--- src/rtl/sprite_layer_renderer.sv ---
// Single animated sprite layer between the VGA timing generator and the colour mux.
// Optional scaled bounding-box outline (debug aid) is enabled by defining SPRITE_BBOX_DBG_EN.
module sprite_layer_renderer #(
  parameter int unsigned SPR_W      = 32,
  parameter int unsigned SPR_H      = 32,
  parameter int unsigned FRAMES     = 4,
  parameter int unsigned IDX_W      = 4,
  parameter int unsigned ROM_LAT    = 1,
  parameter int unsigned TRANSP_IDX = 0,
  parameter int unsigned ANIM_DIV   = 8,
  parameter int unsigned V_ACTIVE   = 480,
  localparam int unsigned FW = (FRAMES > 1) ? $clog2(FRAMES) : 1,
  localparam int unsigned AW = $clog2(FRAMES * SPR_W * SPR_H)
) (
  input  logic             vga_clk,
  input  logic             reset_n,
  input  logic [9:0]       DrawX,
  input  logic [9:0]       DrawY,
  input  logic             blank,
  input  logic [9:0]       spr_x,
  input  logic [9:0]       spr_y,
  input  logic [1:0]       scale,
  input  logic             flip_h,
  input  logic             anim_en,
  input  logic [FW-1:0]    frame_sel,
  input  logic [11:0]      bg_rgb,
  output logic [AW-1:0]    rom_addr,
  input  logic [IDX_W-1:0] rom_q,
  output logic [IDX_W-1:0] pal_idx,
  input  logic [11:0]      pal_rgb,
  output logic [3:0]       red,
  output logic [3:0]       green,
  output logic [3:0]       blue,
  output logic             sprite_on
);

  localparam int unsigned DW = (ANIM_DIV > 1) ? $clog2(ANIM_DIV) : 1;

  logic signed [10:0] dx, dy;
  logic [9:0]         lx_raw, ly_raw, lx;
  logic               hit;
  logic [FW-1:0]      cur_frame, frame_q, frame_d;
  logic [DW-1:0]      div_q, div_d;
  logic               tick_cond, tick_cond_q, tick;

  logic [ROM_LAT-1:0] hit_dq, blank_dq;
  logic [11:0]        bg_dq [ROM_LAT];
  logic [11:0]        rgb_d;
  logic               on_d;

  // Stage 0: hit test and texel addressing
  assign dx     = $signed({1'b0, DrawX}) - $signed({1'b0, spr_x});
  assign dy     = $signed({1'b0, DrawY}) - $signed({1'b0, spr_y});
  assign lx_raw = dx[9:0] >> scale;
  assign ly_raw = dy[9:0] >> scale;
  assign hit    = !dx[10] && !dy[10] && (32'(lx_raw) < SPR_W) && (32'(ly_raw) < SPR_H);
  assign lx     = flip_h ? (10'(SPR_W - 1) - lx_raw) : lx_raw;

  assign cur_frame = anim_en ? frame_q : frame_sel;
  assign rom_addr  = hit ? AW'(AW'(cur_frame) * AW'(SPR_W * SPR_H) + AW'(ly_raw) * AW'(SPR_W)
                              + AW'(lx)) : '0;
  assign pal_idx   = rom_q;

`ifdef SPRITE_BBOX_DBG_EN
  logic             box;
  logic [ROM_LAT-1:0] box_dq;
  assign box = hit && (dx == 11'sd0 || dy == 11'sd0 ||
                       32'(dx[9:0]) == (SPR_W << scale) - 1 ||
                       32'(dy[9:0]) == (SPR_H << scale) - 1);

  always_ff @(posedge vga_clk) begin
    if (!reset_n) begin
      box_dq <= '0;
    end else begin
      box_dq[0] <= box;
      for (int i = 1; i < int'(ROM_LAT); i++) box_dq[i] <= box_dq[i-1];
    end
  end
`endif

  // Side-band delay lines align hit/blank/background with rom_q
  always_ff @(posedge vga_clk) begin
    if (!reset_n) begin
      hit_dq   <= '0;
      blank_dq <= '0;
      for (int i = 0; i < int'(ROM_LAT); i++) bg_dq[i] <= '0;
    end else begin
      hit_dq[0]   <= hit;
      blank_dq[0] <= blank;
      bg_dq[0]    <= bg_rgb;
      for (int i = 1; i < int'(ROM_LAT); i++) begin
        hit_dq[i]   <= hit_dq[i-1];
        blank_dq[i] <= blank_dq[i-1];
        bg_dq[i]    <= bg_dq[i-1];
      end
    end
  end

  always_comb begin
    rgb_d = bg_dq[ROM_LAT-1];
    on_d  = 1'b0;
    if (!blank_dq[ROM_LAT-1]) begin
      rgb_d = '0;
`ifdef SPRITE_BBOX_DBG_EN
    end else if (box_dq[ROM_LAT-1]) begin
      rgb_d = 12'hF0F;
      on_d  = 1'b1;
`endif
    end else if (hit_dq[ROM_LAT-1] && rom_q != IDX_W'(TRANSP_IDX)) begin
      rgb_d = pal_rgb;
      on_d  = 1'b1;
    end
  end

  always_ff @(posedge vga_clk) begin
    if (!reset_n) begin
      red       <= '0;
      green     <= '0;
      blue      <= '0;
      sprite_on <= 1'b0;
    end else begin
      red       <= rgb_d[11:8];
      green     <= rgb_d[7:4];
      blue      <= rgb_d[3:0];
      sprite_on <= on_d;
    end
  end

  // One tick per video frame, however long the beam dwells at (0, V_ACTIVE)
  assign tick_cond = (DrawY == 10'(V_ACTIVE)) && (DrawX == '0);
  assign tick      = tick_cond && !tick_cond_q;

  always_comb begin
    frame_d = frame_q;
    div_d   = div_q;
    if (tick && anim_en) begin
      if (div_q == DW'(ANIM_DIV - 1)) begin
        div_d   = '0;
        frame_d = (frame_q == FW'(FRAMES - 1)) ? '0 : frame_q + FW'(1);
      end else begin
        div_d = div_q + DW'(1);
      end
    end
  end

  always_ff @(posedge vga_clk) begin
    if (!reset_n) begin
      tick_cond_q <= 1'b0;
      frame_q     <= '0;
      div_q       <= '0;
    end else begin
      tick_cond_q <= tick_cond;
      frame_q     <= frame_d;
      div_q       <= div_d;
    end
  end

endmodule

--- config.mk ---
export PLATFORM = sky130hd
export DESIGN_NAME = sprite_layer_renderer
export DESIGN_NICKNAME = d
export VERILOG_FILES = /design/src/rtl/sprite_layer_renderer.sv
export SDC_FILE = /design/constraint.sdc
export NUM_CORES = 1
export LEC_CHECK = 0
export ABC_AREA = 0
export BUFFER_PORTS_ARGS = -buffer_cell sky130_fd_sc_hd__buf_2
export CORE_MARGIN = 2
export CORE_UTILIZATION = 53
export CTS_CLUSTER_DIAMETER = 40
export DETAILED_ROUTE_END_ITERATION = 8
export GPL_TIMING_DRIVEN = 1
export PLACE_DENSITY = 0.82
export SLEW_MARGIN = 10
export SYNTH_ARGS = -nofsm -noshare
export SYNTH_HDL_FRONTEND = slang
export SYNTH_SLANG_ARGS = --single-unit
--- constraint.sdc ---
create_clock -name vga_clk -period 5.3 [get_ports vga_clk]
set_input_delay 0.53 -clock vga_clk [delete_from_list [all_inputs] [get_ports vga_clk]]
set_output_delay 0.53 -clock vga_clk [all_outputs]
set_load 0.05 [all_outputs]
Word level (Yosys, flattened, before mapping). Memories as Yosys holds them, arrays and structs flattened. Cells that the tools add are included.

Flip-flop bits (word level): 21. Memory bits (writable): 12. Bits of input ports: 77. Memories: 1.

Memory list: bg_dq (depth 1, bits a word 12, read ports 1, clocked after memory_dff 0, wr ports 1, RTL line 47) `logic [11:0] bg_dq [ROM_LAT];`.

Add/subtract/negate cells: 7. Order comparisons: 2. Equality and inequality tests: 3. Shift operators: 2. Multiplexer cells: 11. Reductions and logical operators: 15.

Operator list (number): 12-bit 2-to-1 mux (3); 10-bit by 10-bit subtractor with 11-bit output (2); 10-bit by 6-bit less-than comparator with 1-bit output, second input constant (2); 10-bit by 2-bit >> shifter with 10-bit output (2); 12-bit by 10-bit adder with 12-bit output (1); 12-bit adder (1); 12-bit OR reduction (1); 10-bit by 9-bit == test with 1-bit output, second input constant (1); 10-bit zero test (1); 10-bit 2-to-1 mux (1); 5-bit by 10-bit subtractor with 10-bit output, first input constant (1); 1-bit logical AND (7); 1-bit 2-to-1 mux (4); 2-bit 2-to-1 mux (2); 2-bit AND reduction (2); 4-bit nonzero test (1); 3-bit by 1-bit adder with 3-bit output, second input constant (1); 3-bit == test, second input constant (1); 1-bit zero test (3); 3-bit 2-to-1 mux (1); 2-bit by 1-bit adder with 2-bit output, second input constant (1); 2-bit == test, second input constant (1).

Depth between registers and ports, before layout. Gate-level depths: netlist of run 1.

Depth in word-level cells: 6. Mapped depth: 20. Depth with buffers taken out: 19.

Worst setup path before layout of run 1. OpenSTA, ideal clock, no wires.

Path type: input -> output. From: in DrawX[0]. To: out rom_addr[11]. Arrival time: 5.620 ns. Required time: 4.770 ns. Slack: -0.850 ns. Stages: 19. Cell sequence: inv_1 ha_1 inv_1 fa_1 a21o_2 and3b_2 or3_1 and3_1 or4_1 clkbuf_2 o41ai_1 mux2i_1 ha_1 a21oi_1 o21bai_1 a21oi_1 xor2_1 xnor2_1 nor4_1.

Word-level cells in the longest chain between the ends: 6.

Ends and longest elaborated chain: start, declared (RTL line 17) `input logic [9:0] DrawX,`; 10-bit by 10-bit subtractor with 11-bit output * (RTL line 52) `assign dx = $signed({1'b0, DrawX}) - $signed({1'b0, spr_x});`; 10-bit by 2-bit >> shifter with 10-bit output / 1-bit zero test (equally long branches) (RTL line 54, 56); 5-bit by 10-bit subtractor with 10-bit output, or another cell as far along (RTL line 57) `assign lx = flip_h ? (10'(SPR_W - 1) - lx_raw) : lx_raw;`; 10-bit 2-to-1 mux / 1-bit logical AND (equally long branches) (RTL line 57, 56); 12-bit by 10-bit adder with 12-bit output / 1-bit logical AND (equally long branches) (RTL line 61, 56); 12-bit 2-to-1 mux * (RTL line 60) `assign rom_addr = hit ? AW'(AW'(cur_frame) * AW'(SPR_W * SPR_H) + AW'(ly_raw) * AW'(SPR_W)`; end, declared (RTL line 27) `output logic [AW-1:0] rom_addr,`.

Every way passes the cells marked *; elsewhere a longest branch is shown, timed or not.

Final worst setup path of run 1. Same ends and word-level chain as after synthesis.

==> reports/results.tsv, run 1 <==
stage	metric	value	unit
sta	fin_skew	8.18	ps
setup_path	cp_cell_sequence	buf_8, inv_4, ha_4, inv_2, fa_2, a21o_2, and3b_2, or3_4, and3_4, or4_4, o31a_4, mux2i_4, ha_4, a21oi_4, o21bai_2, a21oi_2, xor2_1, xnor2_1, nor4_2, buf_4	
placement	routabilityCongestion	0.885	
finish	fill_cells	528	
power	swShare	36.7	%
clock_tree	hold_buffers	0	
clock_tree	clkLatencyLatePin	280	ps
floorplanning	start_util	54.1	%
finish	fin_nets	627	
floorplanning	core	0.00624	sq mm
placement	portBuffers	105	
finish	final-seq-area	661	sq um
setup_path	criticalPathCategory	primary input to output port	
synthesis	syn_area_per_cell	8.10	sq um
run_status	status	finished, final reports clean	
power	leakage	2.00	nW
finish	final_cells	595	
clock_tree	cts_buffers	5	
synthesis	synth.distinct_cells	73	
sta	rsz0062_at_grt	yes	
clock_tree	cts.sinks	33	
synthesis	synth_seq_area_share	19.6	%
power	power_per_cell_area	230	mW/mm^2
detailed_routing	antenna_left	0	
flow_run	maxCapViolCount	0	
power	p_int	621	uW
placement	post-place-cells	586	
synthesis	synth_common_cells	44 x nand2_1, 33 x dfxtp_1, 29 x ha_1, 29 x inv_1	
detailed_routing	drtIter0Drc	112	
placement	post-dp-hpwl	6660	um
setup_path	cp_max_fo	6	
setup_path	reg2reg_depth	5	
sta	post-route-min-period	5240	ps
synthesis	ys_seq_elements	33	
synthesis	ys.flop_type	dfxtp_1	
clock_tree	cts-root-buf	clkbuf_8	
setup_path	endpoint_kind	output port	
synthesis	yosys_warnings	0	
synthesis	syn-num-nets	526	
synthesis	yosysMostFrequentCell	nand2_1	
placement	dpl_worst_slack	-209	ps
synthesis	postSynthCellCount	417	
sta	hold_viol	0	
grt	grt_pass1_wl	13500	um
floorplanning	rows	29	
detailed_routing	vias	3399	
sta	fin_crit_sh	98.8	%
synthesis	async_flop_share	0	%
synthesis	yosysTopAreaCell	dfxtp_1	
sta	relSlewSlack	50.2	%
clock_tree	cts_buffer_depth	2	
grt	grtUsageTotal	22.8	%
detailed_routing	wl	8310	um
synthesis	synth_edf_count	0	
sta	tightest_slew	744	ps
power	pwr-share-comb	51.2	%
finish	synthToLayoutAreaGrowth	26.1	%
clock_tree	path_clk_slew	70	ps
setup_path	reg2reg_to	frame_q[0]	
setup_path	cp.arrival	4710	ps
detailed_routing	routedWlPerCell	14.0	um
grt	gr-total-overflow	0	
detailed_routing	first_pass_iters	4	
setup_path	slowest_delay	550	ps
sta	drv_slew	0	
worst_hold_path	min-delay-start	bg_dq[0][2]	
finish	fin_area	0.00426	sq mm
finish	diodes	0	
finish	drive_gt1_share	34.2	%
setup_path	reg2reg_slack	4020	ps
floorplanning	die_area	0.00703	sq mm
setup_path	critPathLaunch	DrawX[0]	
setup_path	cpMaxStageDelayCell	or4_4	
floorplanning	ioPinCount	106	
detailed_routing	drcViolationCount	0	
setup_path	r2r-start	div_q[0]	
sta	fmax	191	MHz
power	power.switching	360	uW
clock_tree	cts_tree	done	
grt	antenna_found_initial	0	
setup_path	cpMostUsedCell	ha_4	
detailed_routing	vias_per_cell	5.71	
floorplanning	die_y	83.8	um
clock_tree	htreeDepth	2	
sta	setup_viol	0	
setup_path	startpoint_type	primary input	
setup_path	worst_ep_required_time	4770	ps
floorplanning	die_w	83.8	um
sta	layout_setup_ws	62.5	ps
grt	grt_max_degree	22	
grt	first_global_vias	3115	
synthesis	synth_top_area_share	19.6	%
power	clock_power_share	22.7	%
setup_path	crit_end	rom_addr[11]	
synthesis	syn_area	0.00338	sq mm
worst_hold_path	hold_path.class	flip-flop to flip-flop	
finish	multi_input_area	0.00262	sq mm
power	ir_worst_vdd	242	uV
placement	dpl-instance-area	0.00399	sq mm
synthesis	yosys-top-cells-area	dfxtp_1 20%, ha_1 11%, nand2_1 4.9%	
power	seqPwrFrac	26.1	%
==> state kept, by name (all words and copies together), names as in the netlist <==
signal	cells
hit_dq	1
tick_cond_q	1
bg_dq	12
sprite_on	1
red	4
frame_q	2
blue	4
div_q	3
green	4
blank_dq	1
==> metal layers <==
layer  global-route usage [%]  vias to the layer above  share of wire, %
met5                        0                        -                 0
met2                     41.4                      132                49
met3                     2.77                       19               6.7
li1                         -                     1694                 -
met4                     7.77                        0               2.8
met1                     27.7                     1554                42
==> kinds of logic after synthesis <==
logic type | Yosys count | share of synthesized area, %
and+or+nand+nor | 162 | 26.2
buffers and inverters | 57 | 9.15
AOI/OAI and AO/OA | 89 | 17.9
adders and majority gates | 32 | 12.5
xor gates and xnor gates | 22 | 5.70
DFF | 33 | 19.6
muxes | 22 | 8.96
==> layout by cell type (no fill, tap or decap), types with 3 or more instances in the layout <==
cell / n
a21o_1: 11
a221oi_1: 3
nor4_1: 5
ha_1: 26
nor2b_1: 8
mux4_1: 4
nor3_1: 5
clkbuf_8: 5
nor2_1: 28
nand2b_1: 5
and2_1: 21
a211oi_1: 4
and3_1: 3
nor4b_1: 3
nor3b_1: 3
o21ai_0: 11
inv_1: 27
buf_4: 18
a21oi_1: 26
buf_2: 102
o2111ai_1: 3
xor2_1: 5
dfxtp_1: 33
nor4_2: 9
mux2i_1: 14
nand2_1: 43
xnor2_1: 17
a31oi_1: 3
==> power groups by stage <==
stage	Sequential, mW	Combinational, mW	Clock [mW]
after floorplan	0.267	0.341	0
after CTS	0.256	0.459	0.225
after global placement	0.262	0.436	0
final	0.256	0.502	0.223
after detailed placement	0.262	0.453	0
after global routing	0.257	0.549	0.235
==> cell type report <==
| cell class | instances | share of cell area [%] |
|---|---|---|
| Multi-Input combinational cell | 327 | 61.6 |
| Sequential cell | 33 | 15.5 |
| Timing Repair Buffer | 121 | 15.5 |
| Inverter | 30 | 2.70 |
| Tap cell | 77 | 2.26 |
| Clock buffer | 5 | 1.62 |
| Clock inverter | 2 | 0.823 |
==> stage by stage <==
step           hold slack, ps  setup TNS [ps]  util (%)  total power [mW]
2_1_floorplan             422            -267         -             0.608
3_3_place_gp              425               0      64.0             0.698
3_5_place_dp              432            -209      64.0             0.715
4_1_cts                   437               0      65.9             0.941
5_1_grt                   453            -104      68.2              1.04
6_report                  432               0      68.2             0.981
==> worst min path at each step <==
stage / to / cells after the start
after global routing: bg_dq[0][8] / 2
after floorplan: blue[0] / 2
after CTS: blue[2] / 2
final: blue[2] / 2
after detailed placement: blue[2] / 2
after global placement: green[2] / 2
==> worst max-delay path, delay by kind of cell <==
kind,cells,cell delay (ps)
simple gates,5,1470
compound gates,5,1020
fa+ha+maj,3,760
buf+inv,4,420
xor+xnor,2,300
mux,1,200
==> timing repair <==
item                       CTS  global route
setup buffers                0             2
gates resized for setup      3            27
setup endpoints to repair    1             2
pin swaps                    0            13
No activity file was read; power rests on OpenSTA's default activity.
==> run 2: changes to the inputs <==
- CORE_UTILIZATION: 53 -> 25
- PLACE_DENSITY: 0.82 -> 0.44
==> reports/results.tsv, run 2 (synthesized netlist as in run 1, its figures left out) <==
stage	metric	value	unit
sta	fin_crit_sh	96.3	%
sta	post-route-min-period	5100	ps
power	power_per_cell_area	242	mW/mm^2
flow_run	maxCapViolCount	0	
power	ir_worst_vdd	106	uV
detailed_routing	drcViolationCount	0	
run_status	status	finished, final reports clean	
finish	largest_reg_flops	12	
sta	fmax	196	MHz
setup_path	criticalPathCategory	primary input to output port	
grt	grt_pass1_wl	15200	um
clock_tree	cts-root-buf	clkbuf_16	
detailed_routing	first_pass_iters	4	
clock_tree	path_clk_slew	50	ps
sta	fin_skew	2.34	ps
clock_tree	cts.sinks	33	
floorplanning	die_area	0.0145	sq mm
detailed_routing	antenna_left	0	
grt	grtUsageTotal	12.7	%
sta	tightest_slew	983	ps
floorplanning	core	0.0132	sq mm
detailed_routing	wl	9420	um
floorplanning	ioPinCount	106	
sta	hold_viol	0	
power	total_power	1.11	mW
detailed_routing	vias_per_cell	4.62	
setup_path	cp_max_fo	5	
sta	layout_setup_ws	196	ps
sta	rsz0062_at_grt	no	
finish	final_common_cell	buf_2	
setup_path	cp.arrival	4570	ps
finish	synthToLayoutAreaGrowth	35.3	%
clock_tree	cts_buffer_depth	2	
finish	diodes	0	
grt	first_global_vias	3139	
detailed_routing	vias	3301	
finish	layout_common_cells	103 x buf_2, 44 x nand2_1, 34 x buf_4	
setup_path	worst_ep_required_time	4770	ps
floorplanning	die_y	120	um
grt	antenna_found_initial	0	
detailed_routing	routedWlPerCell	13.2	um
floorplanning	rows	42	
floorplanning	die_w	120	um
grt	gr-total-overflow	0	
setup_path	endpoint_kind	output port	
placement	post-dp-hpwl	7740	um
clock_tree	clkLatencyLatePin	270	ps
clock_tree	hold_buffers	0	
placement	dpl_worst_slack	-168	ps
grt	grt_max_degree	22	
placement	portBuffers	105	
setup_path	startpoint_type	primary input	
floorplanning	start_util	25.5	%
detailed_routing	drtIter0Drc	171	
finish	drive_gt1_share	36.4	%
sta	setup_viol	0	
sta	drv_slew	0	
power	leakage	2.11	nW
finish	fin_nets	646	
placement	routabilityCongestion	0.782	
clock_tree	htreeDepth	2	
sta	relSlewSlack	34.5	%
finish	regMostFlops	bg_dq	
clock_tree	cts_buffers	5	
clock_tree	cts_tree	done	
worst_hold_path	hold_path.class	flip-flop to flip-flop	
==> run 2: cell count changes in the layout (fill, tap and decap cells not counted), moves of 3 or more <==
cell	before	now
buf_4	18	34
clkbuf_16	0	5
clkbuf_8	5	1
buf_6	0	3
==> run 2: stage by stage <==
| step | std cells | setup TNS [ps] | hold slack, ps | utilization (%) | cell area [sq um] |
|---|---|---|---|---|---|
| global route | 714 | 0 | 447 | 34.5 | 4570 |
| global placement | 702 | -146 | 426 | 32.1 | 4250 |
| finish | 714 | 0 | 437 | 34.5 | 4570 |
| CTS | 711 | 0 | 438 | 33.9 | 4480 |
| floorplan | 417 | -267 | 422 | - | 3460 |
| detailed placement | 702 | -181 | 432 | 32.1 | 4250 |
==> run 2: worst max-delay path, cell delays in order <==
cell      delay, ps
buf_6            90
inv_2            50
ha_4            120
inv_2            30
fa_2            340
a21o_2          210
and3b_2         210
or3_4           330
and3_4          160
or4_4           430
buf_6           150
ha_2            190
fa_2            370
a21o_1          180
a21oi_2         150
o21bai_1         70
a21oi_1         170
xor2_1          210
xnor2_1         110
nor4_2          200
buf_4           260
==> run 2: power by group <==
group / internal (mW) / switching [mW]
registers: 0.255 / 0.00159
clock network: 0.234 / 0.0959
logic: 0.253 / 0.265
total: 0.742 / 0.363
==> run 2: worst paths after layout <==
kind | from | slack [ps] | cells after the start | endpoint
hold / removal | bg_dq[0][2] | 440 | 2 | blue[2]
setup reg to reg | div_q[0] | 4090 | 5 | frame_q[0]
setup / recovery | DrawX[0] | 200 | 21 | rom_addr[11]
hold reg to reg | bg_dq[0][2] | 440 | 2 | blue[2]
==> run 2: final cells by class <==
type                       count  area, sq um
clock buffer                   7          143
clock inverter                 1         30.0
fill                        1434         8670
inverter                      30          113
multi-input combinational    327         2600
sequential                    33          661
tap                          176          220
timing repair buffer         140          805
==> run 2: per-layer routing <==
metal	global-route usage (%)	share of wire [%]	up-vias
met4	1.96	0.44	0
met1	18.0	50	1472
met3	1.37	5.2	5
met5	0	0	-
met2	21.2	44	95
li1	-	-	1729
==> run 2: repair_timing <==
item                                    in CTS  in global routing
endpoints found under the setup margin       2                  2
pin swaps                                   15                 14
gates resized for setup                     15                 10
gates cloned                                 0                  0
setup buffers                                1                  3
==> run 3: changes to the inputs <==
- CORE_MARGIN: 2 -> 5
- CTS_BUF_LIST: not set -> sky130_fd_sc_hd__clkbuf_4 sky130_fd_sc_hd__clkbuf_8
==> reports/results.tsv, run 3 (synthesized netlist as in run 1, its figures left out) <==
stage	metric	value	unit
run_status	status	finished, final reports clean	
detailed_routing	routedWlPerCell	14.0	um
clock_tree	cts_tree	done	
setup_path	slowest_delay	440	ps
clock_tree	cts_buffer_depth	2	
power	leakage	2.09	nW
power	ir_worst_vdd	84.5	uV
finish	synthToLayoutAreaGrowth	34.1	%
floorplanning	die_area	0.0159	sq mm
finish	final_cells	714	
grt	grt_max_degree	22	
setup_path	cp_cell_sequence	buf_6, inv_4, ha_4, inv_2, fa_2, a21o_2, and3b_2, or3_4, and3_4, or4_4, buf_6, o31a_2, mux2i_1, ha_1, a21oi_2, o21bai_1, a21oi_2, xor2_1, xnor2_1, nor4_2, buf_4	
setup_path	endpoint_kind	output port	
placement	routabilityCongestion	0.832	
setup_path	reg2reg_slack	4070	ps
flow_run	maxCapViolCount	0	
placement	portBuffers	105	
detailed_routing	vias_per_cell	4.66	
power	total_power	1.04	mW
sta	post-route-min-period	5080	ps
clock_tree	clkLatencyLatePin	280	ps
grt	gr-total-overflow	0	
grt	grtUsageTotal	12.0	%
setup_path	cp_max_fo	5	
clock_tree	cts_buffers	5	
sta	fin_skew	4.00	ps
worst_hold_path	hold_path_depth	2	
clock_tree	htreeDepth	2	
detailed_routing	first_pass_iters	4	
floorplanning	die_y	126	um
sta	tightest_slew	1170	ps
sta	setup_viol	0	
finish	fin_nets	646	
grt	grt_pass1_wl	16300	um
grt	first_global_vias	3396	
power	power_per_cell_area	229	mW/mm^2
setup_path	worst_ep_required_time	4770	ps
floorplanning	start_util	25.5	%
clock_tree	hold_buffers	0	
setup_path	reg2reg_depth	5	
finish	largest_reg_flops	12	
sta	rsz0062_at_grt	yes	
floorplanning	rows	42	
sta	drv_slew	0	
finish	final_common_cell	buf_2	
finish	drive_gt1_share	36.8	%
detailed_routing	antenna_left	0	
sta	fmax	197	MHz
setup_path	cpMaxStageDelayCell	or4_4	
setup_path	startpoint_type	primary input	
floorplanning	core	0.0132	sq mm
detailed_routing	vias	3327	
worst_hold_path	hold_path.class	flip-flop to flip-flop	
finish	utilization	34.2	%
finish	diodes	0	
grt	antenna_found_initial	0	
finish	fill_cells	1451	
clock_tree	cts.sinks	33	
setup_path	criticalPathCategory	primary input to output port	
floorplanning	ioPinCount	106	
finish	regMostFlops	bg_dq	
sta	fin_crit_sh	95.9	%
detailed_routing	drtIter0Drc	142	
sta	relSlewSlack	21.1	%
sta	hold_viol	0	
sta	whs	440	ps
clock_tree	cts-root-buf	clkbuf_8	
placement	post-dp-hpwl	8170	um
finish	layout_common_cells	103 x buf_2, 43 x nand2_1, 35 x buf_4	
floorplanning	die_w	126	um
detailed_routing	drcViolationCount	0	
clock_tree	path_clk_slew	70	ps
placement	post-place-cells	702	
detailed_routing	wl	9970	um
setup_path	cp.arrival	4550	ps
run 3: metal layers:
metal,part of all wire [%],vias to the layer above,track usage (%)
met4,0.43,0,2.08
met5,0,-,0
met3,6.2,5,2.29
met1,49,1505,16.3
li1,-,1720,-
met2,45,97,20.1
run 3: path summary, 6_finish.rpt:
kind | start | endpoint
min reg2reg | bg_dq[0][7] | green[3]
min | bg_dq[0][7] | green[3]
max | DrawX[0] | rom_addr[11]
max reg2reg | div_q[0] | frame_q[1]
run 3: area by class of cell:
cell class	count	area, sq um	area share [%]
sequential	33	661	14.6
timing repair buffer	140	801	17.7
multi-input combinational	327	2610	57.7
tap	176	220	4.86
clock buffer	7	90.1	1.99
clock inverter	1	30.0	0.663
inverter	30	115	2.54
run 3: timing repair:
item,CTS,global route
setup endpoints to repair,1,2
pin swaps,14,15
resized for setup,19,10
setup buffers,3,1
run 3: power by group:
group | internal (mW) | total (mW) | switching [mW]
Combinational | 0.259 | 0.534 | 0.275
Sequential | 0.255 | 0.256 | 0.00162
Clock | 0.158 | 0.246 | 0.0880
Total | 0.672 | 1.04 | 0.364
run 3: per-stage QoR:
stage | instance area (sq um) | setup WS, ps | TNS (ps)
2_1_floorplan | 3460 | -267 | -267
3_3_place_gp | 4250 | -141 | -141
3_5_place_dp | 4250 | -165 | -165
4_1_cts | 4470 | 16.9 | 0
5_1_grt | 4530 | -13.7 | -13.7
6_report | 4530 | 217 | 0
run 3: worst max-delay path: cells and delay by family:
kind,cells,cell delay (ps)
fa+ha+maj,3,710
buf+inv,5,590
simple gates,5,1340
mux,1,140
xor+xnor,2,310
compound gates,5,900
